--- src/rtl/rtc_bus_pkg.sv ---
// Shared types and constants for the multiplexed-bus RTC master.
package rtc_bus_pkg;

   typedef enum logic [2:0] {
      StIdle,
      StAddrSetup,
      StAddrStrb,
      StAddrHold,
      StData,
      StRecover
   } state_e;

   localparam logic [7:0] SCAN1_LO_DEF = 8'h21;
   localparam logic [7:0] SCAN1_HI_DEF = 8'h26;
   localparam logic [7:0] SCAN2_LO_DEF = 8'h41;
   localparam logic [7:0] SCAN2_HI_DEF = 8'h43;

   // {cs_n, a_d, rd_n, wr_n} with every strobe released
   localparam logic [3:0] CTRL_IDLE = 4'b1111;

   function automatic logic is_bcd(input logic [7:0] v);
      return (v[7:4] <= 4'd9) && (v[3:0] <= 4'd9);
   endfunction

endpackage

--- src/rtl/rtc_scan_ptr.sv ---
// Two-window register address sequencer: LO1..HI1, LO2..HI2, then wrap.
module rtc_scan_ptr
   import rtc_bus_pkg::*;
#(
   parameter int unsigned   DW       = 8,
   parameter logic [DW-1:0] SCAN1_LO = DW'(SCAN1_LO_DEF),
   parameter logic [DW-1:0] SCAN1_HI = DW'(SCAN1_HI_DEF),
   parameter logic [DW-1:0] SCAN2_LO = DW'(SCAN2_LO_DEF),
   parameter logic [DW-1:0] SCAN2_HI = DW'(SCAN2_HI_DEF)
) (
   input  logic          clk,
   input  logic          reset,
   input  logic          advance,
   output logic [DW-1:0] addr
);

   always_ff @(posedge clk or posedge reset) begin
      if (reset) begin
         addr <= SCAN1_LO;
      end else if (advance) begin
         if (addr == SCAN1_HI)      addr <= SCAN2_LO;
         else if (addr == SCAN2_HI) addr <= SCAN1_LO;
         else                       addr <= addr + DW'(1);
      end
   end

endmodule

--- src/rtl/rtc_bus_ctrl.sv ---
// Bus master for a multiplexed address/data RTC: free-running register scan plus host writes.
// Optional build macro RTC_BCD_CHECK_EN adds a packed-BCD check on read data.
module rtc_bus_ctrl
   import rtc_bus_pkg::*;
#(
   parameter int unsigned   DW       = 8,
   parameter logic [DW-1:0] SCAN1_LO = DW'(SCAN1_LO_DEF),
   parameter logic [DW-1:0] SCAN1_HI = DW'(SCAN1_HI_DEF),
   parameter logic [DW-1:0] SCAN2_LO = DW'(SCAN2_LO_DEF),
   parameter logic [DW-1:0] SCAN2_HI = DW'(SCAN2_HI_DEF),
   parameter int unsigned   T_SETUP  = 2,
   parameter int unsigned   T_STRB   = 2,
   parameter int unsigned   T_HOLD   = 2,
   parameter int unsigned   T_DATA   = 6,
   parameter int unsigned   T_REC    = 2
) (
   input  logic          clk,
   input  logic          reset,
   input  logic          hold,
   input  logic          wr_req,
   input  logic [DW-1:0] wr_addr,
   input  logic [DW-1:0] wr_data,
   output logic          wr_ack,
   input  logic [DW-1:0] ad_in,
   output logic [DW-1:0] ad_out,
   output logic          ad_oe,
   output logic          cs_n,
   output logic          a_d,
   output logic          rd_n,
   output logic          wr_n,
   output logic          rd_valid,
   output logic [DW-1:0] rd_addr,
   output logic [DW-1:0] rd_data,
   output logic          rd_bcd_err,
   output logic          busy
);

   localparam int unsigned TM1  = (T_SETUP > T_STRB) ? T_SETUP : T_STRB;
   localparam int unsigned TM2  = (T_HOLD > T_DATA) ? T_HOLD : T_DATA;
   localparam int unsigned TM3  = (TM1 > TM2) ? TM1 : TM2;
   localparam int unsigned TMAX = (TM3 > T_REC) ? TM3 : T_REC;
   localparam int unsigned CW   = $clog2(TMAX) + 1;

   state_e        state;
   logic [CW-1:0] cnt;
   logic          last;
   logic          is_wr;
   logic [DW-1:0] addr_q;
   logic [DW-1:0] data_q;
   logic [DW-1:0] scan_addr;

   rtc_scan_ptr #(
      .DW       (DW),
      .SCAN1_LO (SCAN1_LO),
      .SCAN1_HI (SCAN1_HI),
      .SCAN2_LO (SCAN2_LO),
      .SCAN2_HI (SCAN2_HI)
   ) u_scan_ptr (
      .clk     (clk),
      .reset   (reset),
      .advance (rd_valid),
      .addr    (scan_addr)
   );

   always_comb begin
      last = 1'b1;
      case (state)
         StAddrSetup: last = (cnt == CW'(T_SETUP - 1));
         StAddrStrb:  last = (cnt == CW'(T_STRB - 1));
         StAddrHold:  last = (cnt == CW'(T_HOLD - 1));
         StData:      last = (cnt == CW'(T_DATA - 1));
         StRecover:   last = (cnt == CW'(T_REC - 1));
         default:     last = 1'b1;
      endcase
   end

   assign busy = (state != StIdle);

   // Outputs are registered: each transition loads the strobe pattern of the state being entered.
   always_ff @(posedge clk or posedge reset) begin
      if (reset) begin
         state                  <= StIdle;
         cnt                    <= '0;
         is_wr                  <= 1'b0;
         addr_q                 <= '0;
         data_q                 <= '0;
         {cs_n, a_d, rd_n, wr_n} <= CTRL_IDLE;
         ad_oe                  <= 1'b0;
         ad_out                 <= '0;
         wr_ack                 <= 1'b0;
         rd_valid               <= 1'b0;
         rd_addr                <= '0;
         rd_data                <= '0;
      end else begin
         wr_ack   <= 1'b0;
         rd_valid <= 1'b0;
         if (state != StIdle && !last) cnt <= cnt + CW'(1);
         case (state)
            StIdle: begin
               if (!hold) begin
                  state <= StAddrSetup;
                  cnt   <= '0;
                  cs_n  <= 1'b0;
                  ad_oe <= 1'b1;
                  if (wr_req) begin
                     is_wr  <= 1'b1;
                     addr_q <= wr_addr;
                     data_q <= wr_data;
                     ad_out <= wr_addr;
                  end else begin
                     is_wr  <= 1'b0;
                     addr_q <= scan_addr;
                     ad_out <= scan_addr;
                  end
               end
            end
            StAddrSetup: if (last) begin
               state <= StAddrStrb;
               cnt   <= '0;
               a_d   <= 1'b0;
            end
            StAddrStrb: if (last) begin
               state <= StAddrHold;
               cnt   <= '0;
               a_d   <= 1'b1;
            end
            StAddrHold: if (last) begin
               state <= StData;
               cnt   <= '0;
               if (is_wr) begin
                  ad_out <= data_q;
                  wr_n   <= 1'b0;
                  wr_ack <= (T_DATA == 1);
               end else begin
                  ad_oe <= 1'b0;
                  rd_n  <= 1'b0;
               end
            end
            StData: begin
               if (last) begin
                  state                  <= StRecover;
                  cnt                    <= '0;
                  {cs_n, a_d, rd_n, wr_n} <= CTRL_IDLE;
                  ad_oe                  <= 1'b0;
                  if (!is_wr) begin
                     rd_valid <= 1'b1;
                     rd_addr  <= addr_q;
                     rd_data  <= ad_in;
                  end
               end else if (is_wr && cnt == CW'(T_DATA - 2)) begin
                  wr_ack <= 1'b1;
               end
            end
            StRecover: if (last) begin
               state <= StIdle;
               cnt   <= '0;
            end
            default: begin
               state <= StIdle;
               cnt   <= '0;
            end
         endcase
      end
   end

`ifdef RTC_BCD_CHECK_EN
   always_ff @(posedge clk or posedge reset) begin
      if (reset) begin
         rd_bcd_err <= 1'b0;
      end else if (state == StData && last && !is_wr) begin
         rd_bcd_err <= !is_bcd(8'(ad_in));
      end
   end
`else
   assign rd_bcd_err = 1'b0;
`endif

endmodule

--- config.mk ---
export PLATFORM = sky130hd
export DESIGN_NAME = rtc_bus_ctrl
export DESIGN_NICKNAME = d
export VERILOG_FILES = /design/src/rtl/rtc_bus_pkg.sv /design/src/rtl/rtc_scan_ptr.sv /design/src/rtl/rtc_bus_ctrl.sv
export SDC_FILE = /design/constraint.sdc
export NUM_CORES = 1
export LEC_CHECK = 0
export BUFFER_PORTS_ARGS = -buffer_cell sky130_fd_sc_hd__clkbuf_2
export CORE_MARGIN = 2
export CORE_UTILIZATION = 58
export DETAILED_ROUTE_END_ITERATION = 10
export MAX_ROUTING_LAYER = met4
export PLACE_DENSITY = 0.84
export SLEW_MARGIN = 10
export SYNTH_ARGS = -nofsm -noshare
export SYNTH_HDL_FRONTEND = slang
export SYNTH_SLANG_ARGS = --single-unit
export TNS_END_PERCENT = 5
--- constraint.sdc ---
create_clock -name clk -period 4.73 [get_ports clk]
set_input_delay 0.7095 -clock clk [delete_from_list [all_inputs] [get_ports clk]]
set_output_delay 0.7095 -clock clk [all_outputs]
set_load 0.01 [all_outputs]
* Word-level counts from Yosys, hierarchy flattened
Index checks and enable logic that the tools add are counted.
Word-level totals: bits in registers 63, bits of input ports 28, output and inout bits 33, logic and storage cells 101
Cells by class: add/sub/neg operators 2, equal/unequal tests 19, multiplexer cells 39, bitwise logic cells 2, reductions and logical operators 23
Operators with widths (number):
- 8-bit 2-to-1 mux | 6
- 3-bit 2-to-1 mux | 6
- 3-bit one-hot mux with 6 select lines | 1
- 2-bit inequality test, second input constant | 8
- 8-bit one-hot mux with 2 select lines | 1
- 1-bit 2-to-1 mux | 15
- 4-bit 2-to-1 mux | 3
- 3-bit AND reduction | 4
- 4-bit AND reduction | 3
- 1-bit one-hot mux with 2 select lines | 5
- 8-bit by 1-bit adder with 8-bit output, second input constant | 1
- 4-bit by 3-bit equality test with 1-bit output, second input constant | 2
- 8-bit by 6-bit equality test with 1-bit output, second input constant | 1
- 8-bit by 7-bit equality test with 1-bit output, second input constant | 1
- 4-bit one-hot mux with 2 select lines | 1
- 2-bit nonzero test | 4
- 3-bit by 2-bit equality test with 1-bit output, second input constant | 2
- 3-bit equality test, second input constant | 2
- 6-bit AND reduction | 1
- 3-bit nonzero test | 2
- 5-bit AND reduction | 1
- 5-bit OR reduction | 1
- 4-bit by 1-bit adder with 4-bit output, second input constant | 1
- 4-bit by 1-bit equality test with 1-bit output, second input constant | 1
- other kinds (10) | 12

* Longest topological paths before layout
Gate-level depths: netlist of the first run.
depth after elaboration 8, mapped depth 7, depth with buffers taken out 6

* Cells and area by module
Synthesis of the first run repeated with hierarchy kept, for this count alone.
Second synthesis, totals: cell total of the unflattened synthesis 260, area, all modules 3004.1 µm²
By module, submodules not included:
- rtc_bus_ctrl | times used 1, cells each 207, area an instance 2518.7 µm², sequential area each 1381.3 µm²
- rtc_scan_ptr | times used 1, cells each 53, area an instance 485.5 µm², sequential area each 202.7 µm²

* Worst setup path after synthesis of the first run
Ideal clock, no wire load.
path type reg-to-reg, start register cnt[1], end register rd_addr[0], setup time 0.127 ns, arrival 1.758 ns, required time 4.603 ns, path slack 2.845 ns, stages on the path, launching flop included 8, buffers on the path 1, period minus slack after synthesis 1.885 ns, cells stage by stage dfrtp_1 inv_1 ha_1 and4b_1 nand2_1 nor2_4 buf_6 mux2_1
Between the ends: longest elaborated chain between the ends 3, elaborated cells on any way between the ends 4, classes of those cells eq/ne (2); mux (1); reduce/logical (1)
RTL lines:
- from (decl) | RTL line rtc_bus_ctrl.sv:45 | logic [CW-1:0] cnt;
- from (signal assigned) | RTL line rtc_bus_ctrl.sv:97 | if (state != StIdle && !last) cnt <= cnt + CW'(1);
- 4-bit by 1-bit equality test with 1-bit output / 4-bit by 3-bit equality test with 1-bit output (equally long branches)
- 1-bit one-hot mux with 2 select lines (*) | RTL line rtc_bus_ctrl.sv:67 | case (state)
- 3-bit AND reduction (no source line) (*)
- to (signal assigned) | RTL line rtc_bus_ctrl.sv:147 | rd_addr <= addr_q;
- to (decl) | RTL line rtc_bus_ctrl.sv:32 | output logic [DW-1:0] rd_addr,
Mark *: on every way between the ends. The rest lies on a longest branch, timed or not. A chain may end at the register's enable or synchronous reset.

* Final worst setup path of the first run
start register state[1], end output port busy
Between the ends: longest elaborated chain between the ends 1
RTL lines:
- from (decl) | RTL line rtc_bus_ctrl.sv:44 | state_e state;
- from (signal assigned) | RTL line rtc_bus_ctrl.sv:82 | state <= StIdle;
- from (signal assigned) | RTL line rtc_bus_ctrl.sv:101 | state <= StAddrSetup;
- from (signal assigned) | RTL line rtc_bus_ctrl.sv:118 | state <= StAddrStrb;
- 3-bit nonzero test | RTL line rtc_bus_ctrl.sv:77 | assign busy = (state != StIdle);
- to (decl) | RTL line rtc_bus_ctrl.sv:35 | output logic busy
No other way between the ends.

==> metrics.md, run 1 <==
| Metric | Value |
|---|---|
| Status | completed |
| Synth warn | 0 |
| CTS Hold Bufs | 0 |
| Vias in the first global route | 1989 |
| Initial antenna violation count | 0 |
| CTS clk-pin slew, worst paths | 0.07 ns |
| Detail Placement HPWL | 4110 um |
| Post-synthesis adder-cell area fraction | 2.15% |
| Max cap viols | 0 |
| Core Area | 0.00479 mm2 |
| Postcts setup bufs | 0 |
| Hold Crit Class | reg -> reg |
| Fillers | 353 |
| Critical path class | reg -> out |
| Critical path capture point type | primary output |
| Min cycle time layout | 2.23 ns |
| Met2 WL | 2790 um |
| FP Rows | 25 |
| Area Overhead vs Synth | 18.1% |
| Metal-1 WL | 2610 um |
| Sum Neg Setup Slack | 0 ns |
| Period utilization | 47.2% |
| WP data arrival | 1.52 ns |
| # resized after CTS | 0 |
| Met3 WL | 477 um |
| Simple-Gate Fraction of Synth Area | 13.3% |
| Largest family of logic cells by synthesized area | simple AND/OR/NAND/NOR gates |
| Total track usage | 23.8% |
| Final WL | 5910 um |
| Post-synth ARST share | 100% |
| DR iter-0 viols | 180 |
| VDD IR max | 0.000324 V |
| GR Overflow Total | 0 |
| Drt drc | 0 |
| Ant diodes | 0 |
| Register bit total from synthesis | 63 |
| Setup ws final | 2.50 ns |
| Critical path peak fanout | 15 |
| Switch Pwr | 611 uW |
| Vias | 2184 |
| Switching Share | 33.5% |
| Die Ht | 74.9 um |
| Worst Clk Skew | 0.00683 ns |
| Part of the Yosys area used for sequential elements | 54.4% |
| Post-Synthesis Cells | 248 |
| Wire length per cell | 15.5 um |
| Final setup fails | 0 |
| Final instance area | 0.00344 mm2 |
| Share of cells above drive strength 1 | 33.8% |
| RSZ-0062 raised after global routing | no |
| Root Driver | clkbuf_8 |
| # IOs | 61 |
| Seq. cell area | 0.00158 mm2 |
| Initial Utilization | 60.9% |
| TritonCTS sink count | 63 |
| Final max-slew violation count | 0 |
| Syn Nets | 281 |
| H-tree levels | 3 |
| GPL Wtd Cong | 0.948 |
| CTS Buf Count | 9 |
| First-pass GRT wire length | 9560 um |
| Vias per inst | 5.73 |
| Sequential power share | 47.2% |
| Nets | 342 |
| Leak | 1.78 nW |
| Buffers added on ports | 59 |
| Post-synthesis mux area share | 13.1% |
| Skew-Pair Late Insertion Delay | 0.33 ns |
| TritonCTS clock tree | yes |
| Critical-path cell list | nor3_2, inv_2, clkbuf_2 |
| EDFF count, synth | 0 |
| Comb pwr share | 27.3% |
| Crit path launch type | flop |
| Pin count of the biggest net entering global routing | 64 |
| Required time worst endpoint | 4.02 ns |
| Synth Flop Type | dfrtp_1 |
| Pwr dens | 530 mW/mm2 |
| CTS Buffer Depth | 2 |
| Uppermost layer routed | met4 |
| Width of the die | 74.9 um |
| Max stage delay on crit path | 0.55 ns |
| Worst slack, placed | 2.54 ns |
| Post-DRT Antenna Nets | 0 |
| Area post-placement | 0.00324 mm2 |
| TritonRoute pass-1 iters | 4 |
| Internal power | 1.21 mW |
| Synth Area in Compound Gates | 13.0% |
| R2r setup slk | 2.50 ns |
| Multi-input logic area | 0.00124 mm2 |
| Post-Syn Area | 0.00291 mm2 |
| Die area | 0.00560 mm2 |
| Avg Synthesized Cell Area | 11.7 um2 |
| Post-Synth XOR/XNOR Area | 0.902% |
| CP max stage cell | dfrtp_1 |
| Slew headroom | 48.6% |
| Yosys cell types | 46 |
| Peak Freq | 0.448 GHz |
| Hold Fails Final Rpt | 0 |
| Worst slew pin tran | 0.771 ns |
| Part of the power in the clock network | 25.6% |
## cell usage in the layout (no fill, tap or decap), drive strengths merged, types with 2 or more instances in the layout
master  instances
clkbuf         70
dfrtp          57
mux2           25
nor2           23
nand2          16
o21ai          13
a21o           11
a21oi          11
mux2i          10
inv            10
a221o           8
nor3            7
dfstp           6
ha              5
nand3           4
nand4           3
xnor2           3
nand4b          2
o22ai           2
nor3b           2
nor2b           2
a21boi          2
clkinv          2
## layout make-up
cell class              instances  area share, %
repair buffers                 60           8.80
flip-flops and latches         63           46.0
multi-input cells             166           36.0
clock inverters                 5           1.64
inverters                       9          0.982
well taps                      67           2.44
clock buffers                  11           4.11
## routing by layer
metal  vias to the layer above  GRT usage [%]
li1                       1015              -
met3                         4           7.50
met4                         0           5.75
met1                      1052           32.4
met5                         -              -
met2                       113           35.2
## synth_stat cells (all sizes together) (2+ instances only)
| cell type | count | share of area (%) |
|---|---|---|
| a21boi | 2 | 0.52 |
| a21o | 11 | 2.8 |
| a21oi | 11 | 1.9 |
| a221o | 8 | 2.7 |
| buf | 3 | 1.0 |
| clkbuf | 7 | 0.90 |
| dfrtp | 57 | 49 |
| dfstp | 6 | 5.4 |
| ha | 5 | 2.1 |
| inv | 9 | 1.2 |
| mux2 | 25 | 9.7 |
| mux2i | 10 | 3.4 |
| nand2 | 16 | 2.1 |
| nand3 | 4 | 0.69 |
| nand4 | 3 | 0.64 |
| nand4b | 2 | 0.60 |
| nor2 | 23 | 4.3 |
| nor2b | 2 | 0.43 |
| nor3 | 7 | 1.4 |
| nor3b | 2 | 0.52 |
| o21ai | 13 | 2.2 |
| o22ai | 2 | 0.43 |
| xnor2 | 3 | 0.90 |
## power groups by stage
stage	registers, mW	logic [mW]	clock network, mW
final	0.860	0.497	0.466
after floorplan	0.835	0.364	0
after global routing	0.880	0.557	0.499
after global placement	0.858	0.486	0
after CTS	0.855	0.501	0.476
after detailed placement	0.863	0.499	0
## logic make-up (layout without fill, tap and decap cells)
group                      after synthesis  count (layout)
AOI/OAI and AO/OA                       55              55
xor gates and xnor gates                 3               3
adders and majority gates                5               5
buffers and inverters                   19              85
DFF                                     63              63
muxes                                   35              35
other                                    1               1
and+or+nand+nor                         67              67
## state kept, by name, indices dropped and copies added (netlist names)
signal,count
data_q,8
u_scan_ptr.addr,8
state,3
ad_oe,1
rd_n,1
addr_q,8
cnt,4
is_wr,1
cs_n,1
wr_n,1
rd_data,8
ad_out,8
rd_valid,1
wr_ack,1
rd_addr,8
a_d,1
## per-stage QoR
stage | power, mW | util (%) | hold WS, ns | std cells
after floorplan | 1.20 | - | 0.444 | 248
after global placement | 1.34 | 67.8 | 0.456 | 365
after detailed placement | 1.36 | 67.8 | 0.455 | 365
after CTS | 1.83 | 71.9 | 0.465 | 381
after global routing | 1.94 | 71.9 | 0.477 | 381
final | 1.82 | 71.9 | 0.462 | 381
## worst paths after layout
path | depth (start not counted) | endpoint | from
setup / recovery | 3 | busy | state[1]
hold / removal | 2 | cs_n | cs_n
setup reg to reg | 6 | rd_data[1] | cnt[1]
hold reg to reg | 2 | cs_n | cs_n
max in group asynchronous | 3 | u_scan_ptr.addr[6] | reset
min in group asynchronous | 3 | rd_data[7] | reset
## critical path, delay by kind of cell, from the launching register on
| kind | cells | cell delay, ns |
|---|---|---|
| buf+inv | 2 | 0.27 |
| flops | 1 | 0.55 |
| simple gates | 1 | 0.36 |
Note: power is estimated with default switching activity, not from simulation.
==> run 2, diff against run 1 <==
ABC_AREA = 1   (was unset)
CORE_UTILIZATION = 55   (was 58)
PLACE_DENSITY = 0.8   (was 0.84)
clock period = 2.16 ns   (was 4.73 ns; I/O delays follow)
==> run 2 against run 1 <==
- sequential cell count unchanged
- cell count increased by 35%
- count of clock-buffer cells in the layout shrank 2
- power rose to 2.8 times the previous value
- register-to-register slack got worse by 2.2 ns
- clock skew up 0.0024 ns
- combinational power rose to 4.0 times the previous value
- synthesized area grew 5.2%
- cell area rose by 4.9%
- highest routed layer unchanged
==> metrics.md, run 2 <==
| Metric | Value |
|---|---|
| Final instance area | 0.00361 mm2 (was 0.00344 mm2) |
| Min cycle time layout | 1.89 ns |
| Vias in the first global route | 2547 (was 1989) |
| RSZ-0062 raised after global routing | no (unchanged) |
| Avg Synthesized Cell Area | 8.08 um2 (was 11.7 um2) |
| Critical path capture point type | flop (was primary output) |
| Synth cell count leaders | 141 x nand2_1, 57 x dfrtp_1, 31 x inv_1, 28 x nand4_1, 25 x o21ai_0 (was 57 x dfrtp_1, 19 x nor2_1, 16 x nand2_1, 14 x mux2_2, 13 x o21ai_0) |
| Critical-path cell list | inv_1, nand2_1, nand3_1, nand3_2, nand2_4, nand3_4, nand2_1, nand2_1 (was nor3_2, inv_2, clkbuf_2) |
| Skew-Pair Late Insertion Delay | 0.35 ns (was 0.33 ns) |
| Crit path launch type | flop (unchanged) |
| EDFF count, synth | 0 (unchanged) |
| Most frequent cell after synthesis | nand2_1 (was dfrtp_1) |
| Worst Clk Skew | 0.00925 ns (was 0.00683 ns) |
| Initial antenna violation count | 0 (unchanged) |
| VDD IR max | 0.000815 V (was 0.000324 V) |
| DR iter-0 viols | 273 (was 180) |
| Reg2reg start | state[2] (was cnt[1]) |
| Part of the Yosys area used for sequential elements | 51.7% (was 54.4%) |
| Crit path top cell by count | nand2_1 |
| Max cap viols | 0 (unchanged) |
| TritonCTS sink count | 63 (unchanged) |
| # resized after CTS | 0 (unchanged) |
| CTS Hold Bufs | 0 (unchanged) |
| Final max-slew violation count | 0 (unchanged) |
| Critical path origin | state[2] (was state[1]) |
| Max stage delay on crit path | 0.46 ns (was 0.55 ns) |
| CTS Buf Count | 9 (unchanged) |
| Final hold slack | 0.00844 ns (was 0.462 ns) |
| Core Area | 0.00544 mm2 (was 0.00479 mm2) |
| Post-DRT Antenna Nets | 0 (unchanged) |
| Peak Freq | 0.529 GHz |
| Final setup fails | 0 (unchanged) |
| Die Ht | 78.6 um (was 74.9 um) |
| WP data arrival | 2.12 ns (was 1.52 ns) |
| FP Rows | 27 (was 25) |
| Post-synth top area share | 46.5% (was 49.0%) |
| CTS Buffer Depth | 2 (unchanged) |
| Share of cells above drive strength 1 | 22.6% (was 33.8%) |
| Vias | 2735 (was 2184) |
| Required time worst endpoint | 2.39 ns (was 4.02 ns) |
| Die area | 0.00618 mm2 (was 0.00560 mm2) |
| Post-Synthesis Cells | 379 (was 248) |
| Simple-Gate Fraction of Synth Area | 31.0% (was 13.3%) |
| Sum Neg Setup Slack | 0 ns (unchanged) |
| Syn Nets | 412 (was 281) |
| Synth Flop Type | dfrtp_1 (unchanged) |
| CTS clk-pin slew, worst paths | 0.07 ns (about the same) |
| Hold Fails Final Rpt | 0 (unchanged) |
| GR Overflow Total | 0 (unchanged) |
| Pin count of the biggest net entering global routing | 64 (unchanged) |
| First-pass GRT wire length | 11300 um (was 9560 um) |
| TritonCTS clock tree | yes (unchanged) |
| TritonRoute pass-1 iters | 4 (unchanged) |
| Critical path peak fanout | 24 (was 15) |
| GPL Wtd Cong | 0.971 (was 0.948) |
| Post-synthesis adder-cell area fraction | 2.04% (was 2.15%) |
| Area Overhead vs Synth | 17.8% (was 18.1%) |
| Commonest non-fill, non-tap cell in the layout | nand2_1 (was clkbuf_2) |
| Tot Pwr | 5.03 mW (was 1.82 mW) |
| Initial Utilization | 56.3% (was 60.9%) |
| CP max stage cell | dfrtp_1 (unchanged) |
| Width of the die | 78.6 um (was 74.9 um) |
| Area post-placement | 0.00341 mm2 (was 0.00324 mm2) |
| Vias per inst | 5.31 (was 5.73) |
| Root Driver | clkbuf_8 (unchanged) |
| Nets | 471 (was 342) |
| Postcts setup bufs | 0 (unchanged) |
| Cell taking the most area after synthesis | dfrtp_1 (unchanged) |
| Largest family of logic cells by synthesized area | simple AND/OR/NAND/NOR gates (unchanged) |
| Total track usage | 24.1% (was 23.8%) |
| Buffers added on ports | 59 (unchanged) |
| Most frequent cells in the layout | 141 x nand2_1, 59 x clkbuf_2, 57 x dfrtp_1 (was 59 x clkbuf_2, 57 x dfrtp_1, 19 x nor2_1) |
| Period utilization | 87.5% |
| Final WL | 6640 um (was 5910 um) |
| Post-Synth XOR/XNOR Area | 1.43% (was 0.902%) |
| Top post-synthesis cells by area | dfrtp_1 47%, nand2_1 17%, nand4_1 5.7% (was dfrtp_1 49%, dfstp_2 5.4%, mux2_2 5.4%) |
| Synth Area in Compound Gates | 6.86% (was 13.0%) |
| # IOs | 61 (unchanged) |
| Post-Syn Area | 0.00306 mm2 (was 0.00291 mm2) |
| Critical path class | reg -> reg (was reg -> out) |
| Status | completed (unchanged) |
| Ant diodes | 0 (unchanged) |
| Pwr dens | 1390 mW/mm2 (was 530 mW/mm2) |
| Register bit total from synthesis | 63 (unchanged) |
| Drt drc | 0 (unchanged) |
| H-tree levels | 3 (unchanged) |
| Post-synthesis mux area share | 0% (was 13.1%) |
| Synth warn | 0 (unchanged) |
| Detail Placement HPWL | 4640 um (was 4110 um) |
| Wire length per cell | 12.9 um (was 15.5 um) |
| Leak | 1.97 nW (was 1.78 nW) |
| Post-synth ARST share | 100% (unchanged) |
| Hold Crit Class | in -> async (was reg -> reg) |
| Yosys cell types | 29 (was 46) |
[run 2: cell type report]
type,instances,area [um2]
clock buffers,9,124
clock inverters,7,73.8
fillers,479,1830
inverters,37,139
repair buffers,62,330
flip-flops and latches,63,1580
multi-input cells,265,1270
well taps,72,90.1
[run 2: final timing paths]
kind,endpoint,slack (ns),cells past startpoint
max in group asynchronous,u_scan_ptr.addr[5],1.83,3
min reg2reg,wr_n,0.47,2
min in group clk,data_q[4],0.21,3
max reg2reg,rd_data[0],0.27,8
max,rd_data[0],0.27,8
min,ad_out[2],0.008,3
[run 2: metal layers]
layer  routed length, um  vias up  global-route usage [%]
met2                3140       87                    36.7
met4                 120        0                    7.72
met3                 415       13                    7.13
met1                2960     1294                    31.4
met5                   0        -                       -
li1                    -     1341                       -
[run 2: kinds of logic after synthesis]
group	after synthesis
other cells	1
buf+inv	51
xor+xnor	5
fa+ha+maj	5
simple gates	215
compound gates	39
flops	63
[run 2: where the power goes]
part           switching, mW  internal, mW
Combinational           1.33         0.677
Sequential             0.328          1.68
Clock                  0.481         0.533
[run 2: per-stage QoR]
step	setup slack (ns)	instances	util, %
4_1_cts	0.267	515	66.4
3_5_place_dp	0.309	499	62.7
3_3_place_gp	0.362	499	62.7
2_1_floorplan	0.276	379	-
6_report	0.271	515	66.4
5_1_grt	0.0686	515	66.4
[run 2: critical path: cells and delay by family (launching register included)]
| kind | cells | cell delay [ns] |
|---|---|---|
| and+or+nand+nor | 7 | 1.13 |
| DFF | 1 | 0.46 |
| buffers and inverters | 1 | 0.19 |
==> run 3, diff against run 2 <==
BUFFER_PORTS_ARGS = unset   (was -buffer_cell sky130_fd_sc_hd__clkbuf_2)
CORE_UTILIZATION = 60   (was 55)
DONT_BUFFER_PORTS = 1   (was unset)
PLACE_DENSITY = 0.76   (was 0.8)
==> run 3 against run 2 <==
- die area down 7.9%
- clock skew down 0.0023 ns
- power down 2.9%
- global-route usage up 0.35 points
- non-clock buffer count down 58
- via count down 9.0%
- critical endpoint is now data_q[7]
- largest cell class unchanged
- highest routed layer unchanged
==> metrics.md, run 3 (same netlist as run 2, synthesis figures left out) <==
| Metric | Value |
|---|---|
| Wire length per cell | 13.9 um (was 12.9 um) |
| TritonCTS sink count | 63 (unchanged) |
| Initial antenna violation count | 0 (unchanged) |
| Max stage delay on crit path | 0.45 ns (was 0.46 ns) |
| FP Rows | 26 (was 27) |
| Worst Clk Skew | 0.00698 ns (was 0.00925 ns) |
| Initial Utilization | 61.2% (was 56.3%) |
| Core Area | 0.00501 mm2 (was 0.00544 mm2) |
| Final setup fails | 0 (unchanged) |
| Sequential power share | 44.0% (was 39.9%) |
| Vias per inst | 5.47 (was 5.31) |
| Die area | 0.00569 mm2 (was 0.00618 mm2) |
| Width of the die | 75.5 um (was 78.6 um) |
| # resized after CTS | 0 (unchanged) |
| Final hold slack | 0.136 ns (was 0.00844 ns) |
| Area post-placement | 0.00311 mm2 (was 0.00341 mm2) |
| Final instance area | 0.00335 mm2 (was 0.00361 mm2) |
| VDD IR max | 0.000702 V (was 0.000815 V) |
| Hold Crit Start | wr_data[3] |
| # IOs | 61 (unchanged) |
| Part of the power in the clock network | 23.3% (was 20.2%) |
| Final Util | 66.8% (was 66.4%) |
| Total track usage | 24.5% (was 24.1%) |
| GPL Wtd Cong | 0.875 (was 0.971) |
| Internal power | 2.84 mW (was 2.89 mW) |
| Post-DRT Antenna Nets | 0 (unchanged) |
| Detail Placement HPWL | 4510 um (was 4640 um) |
| Min cycle time layout | 1.83 ns (was 1.89 ns) |
| Ant diodes | 0 (unchanged) |
| Pin count of the biggest net entering global routing | 64 (unchanged) |
| Area Overhead vs Synth | 9.19% (was 17.8%) |
| Worst slack, placed | 0.347 ns (was 0.309 ns) |
| R2R depth | 6 (was 8) |
| Leak | 1.73 nW (was 1.97 nW) |
| Commonest non-fill, non-tap cell in the layout | nand2_1 (unchanged) |
| GR Overflow Total | 0 (unchanged) |
| Status | completed (unchanged) |
| Final max-slew violation count | 0 (unchanged) |
| Crit path launch type | flop (unchanged) |
| Final WL | 6320 um (was 6640 um) |
| H-tree levels | 3 (unchanged) |
| Switching Share | 41.8% (was 42.5%) |
| CTS Buffer Depth | 2 (unchanged) |
| Required time worst endpoint | 2.37 ns (was 2.39 ns) |
| WP data arrival | 2.04 ns (was 2.12 ns) |
| DR iter-0 viols | 218 (was 273) |
| Final Instance Count excl. Fillers | 455 (was 515) |
| Vias in the first global route | 2343 (was 2547) |
| Share of cells above drive strength 1 | 10.4% (was 22.6%) |
| Switch Pwr | 2.04 mW (was 2.14 mW) |
| Comb pwr share | 32.7% (was 39.9%) |
| TritonRoute pass-1 iters | 4 (unchanged) |
| CP max stage cell | dfrtp_1 (unchanged) |
| CTS Buf Count | 9 (unchanged) |
| R2R Path End | data_q[7] (was rd_data[0]) |
| Pwr dens | 1460 mW/mm2 (was 1390 mW/mm2) |
| TritonCTS clock tree | yes (unchanged) |
| RSZ-0062 raised after global routing | no (unchanged) |
| Peak Freq | 0.547 GHz (was 0.529 GHz) |
| Critical path peak fanout | 15 (was 24) |
| Max cap viols | 0 (unchanged) |
| Placed cells | 438 (was 499) |
| Most frequent cells in the layout | 141 x nand2_1, 57 x dfrtp_1, 30 x inv_1 (was 141 x nand2_1, 59 x clkbuf_2, 57 x dfrtp_1) |
| First-pass GRT wire length | 10300 um (was 11300 um) |
| Buffers added on ports | 0 (was 59) |
| Critical path capture point type | flop (unchanged) |
| Sum Neg Setup Slack | 0 ns (unchanged) |
| Setup ws final | 0.333 ns (was 0.271 ns) |
| Vias | 2490 (was 2735) |
| Skew-Pair Late Insertion Delay | 0.34 ns (was 0.35 ns) |
| WHS Path Cells | 2 |
| Die Ht | 75.5 um (was 78.6 um) |
| Period utilization | 84.6% (was 87.5%) |
| Worst Hold Endpoint | data_q[3] |
| Critical path class | reg -> reg (unchanged) |
| R2r setup slk | 0.33 ns (was 0.27 ns) |
| Reg2reg start | state[2] (unchanged) |
| Root Driver | clkbuf_8 (unchanged) |
| Drt drc | 0 (unchanged) |
| CTS clk-pin slew, worst paths | 0.07 ns (about the same) |
| Critical-path cell list | inv_1, nand3_1, nor2_2, nand2_1, nor2_1, a21oi_1 (was inv_1, nand2_1, nand3_1, nand3_2, nand2_4, nand3_4, nand2_1, nand2_1) |
| Hold Fails Final Rpt | 0 (unchanged) |
| Nets | 413 (was 471) |
| Tot Pwr | 4.88 mW (was 5.03 mW) |
| Hold Crit Class | in -> reg (was in -> async) |
[run 3: changes by cell type in the layout (fill, tap and decap cells not counted), sizes merged]
cell / delta
bufinv: +1
clkbuf: -58
clkinv: -3
dlygate4sd3: +1
inv: +1
[run 3: how the worst max path moves through the flow]
stage	startpoint	end	slack, ns	cells after the start
after floorplan	reset	ad_oe	0.28	1
after global placement	state[2]	data_q[1]	0.41	6
after detailed placement	state[2]	data_q[7]	0.35	6
after CTS	state[2]	data_q[7]	0.34	6
after global routing	cnt[1]	rd_addr[5]	0.15	9
final	state[2]	data_q[7]	0.33	6
[run 3: power by group through the flow]
| stage | logic (mW) | registers (mW) | clock network [mW] |
|---|---|---|---|
| 2_1_floorplan | 1.33 | 2.07 | 0 |
| 3_3_place_gp | 1.54 | 2.16 | 0 |
| 3_5_place_dp | 1.60 | 2.17 | 0 |
| 4_1_cts | 1.60 | 2.15 | 1.16 |
| 5_1_grt | 1.84 | 2.22 | 1.21 |
| 6_report | 1.60 | 2.15 | 1.14 |
[run 3: timing repair]
| action | in CTS | in global routing |
|---|---|---|
| endpoints found under the hold margin | 57 | 0 |
| hold buffers | 1 | 0 |
| buffers inserted | 0 | 0 |
[run 3: final cells by class]
type                       instances  area [um2]
fill                             444        1660
sequential                        63        1580
multi-input combinational        265        1270
inverter                          37         139
clock buffer                      10         128
clock inverter                     6        93.8
tap                               70        87.6
timing repair buffer               4        45.0
[run 3: routing by layer]
layer | share of wire (%) | track usage (%)
met3 | 6.6 | 7.28
met1 | 45 | 29.2
met2 | 47 | 38.4
met4 | 1.4 | 11.1
met5 | 0 | -
[run 3: worst max-delay path: cells and delay by family, from the launching register on]
kind	cells	cell delay, ns
and+or+nand+nor	4	1.01
DFF	1	0.45
buffers and inverters	1	0.18
AOI/OAI and AO/OA	1	0.05
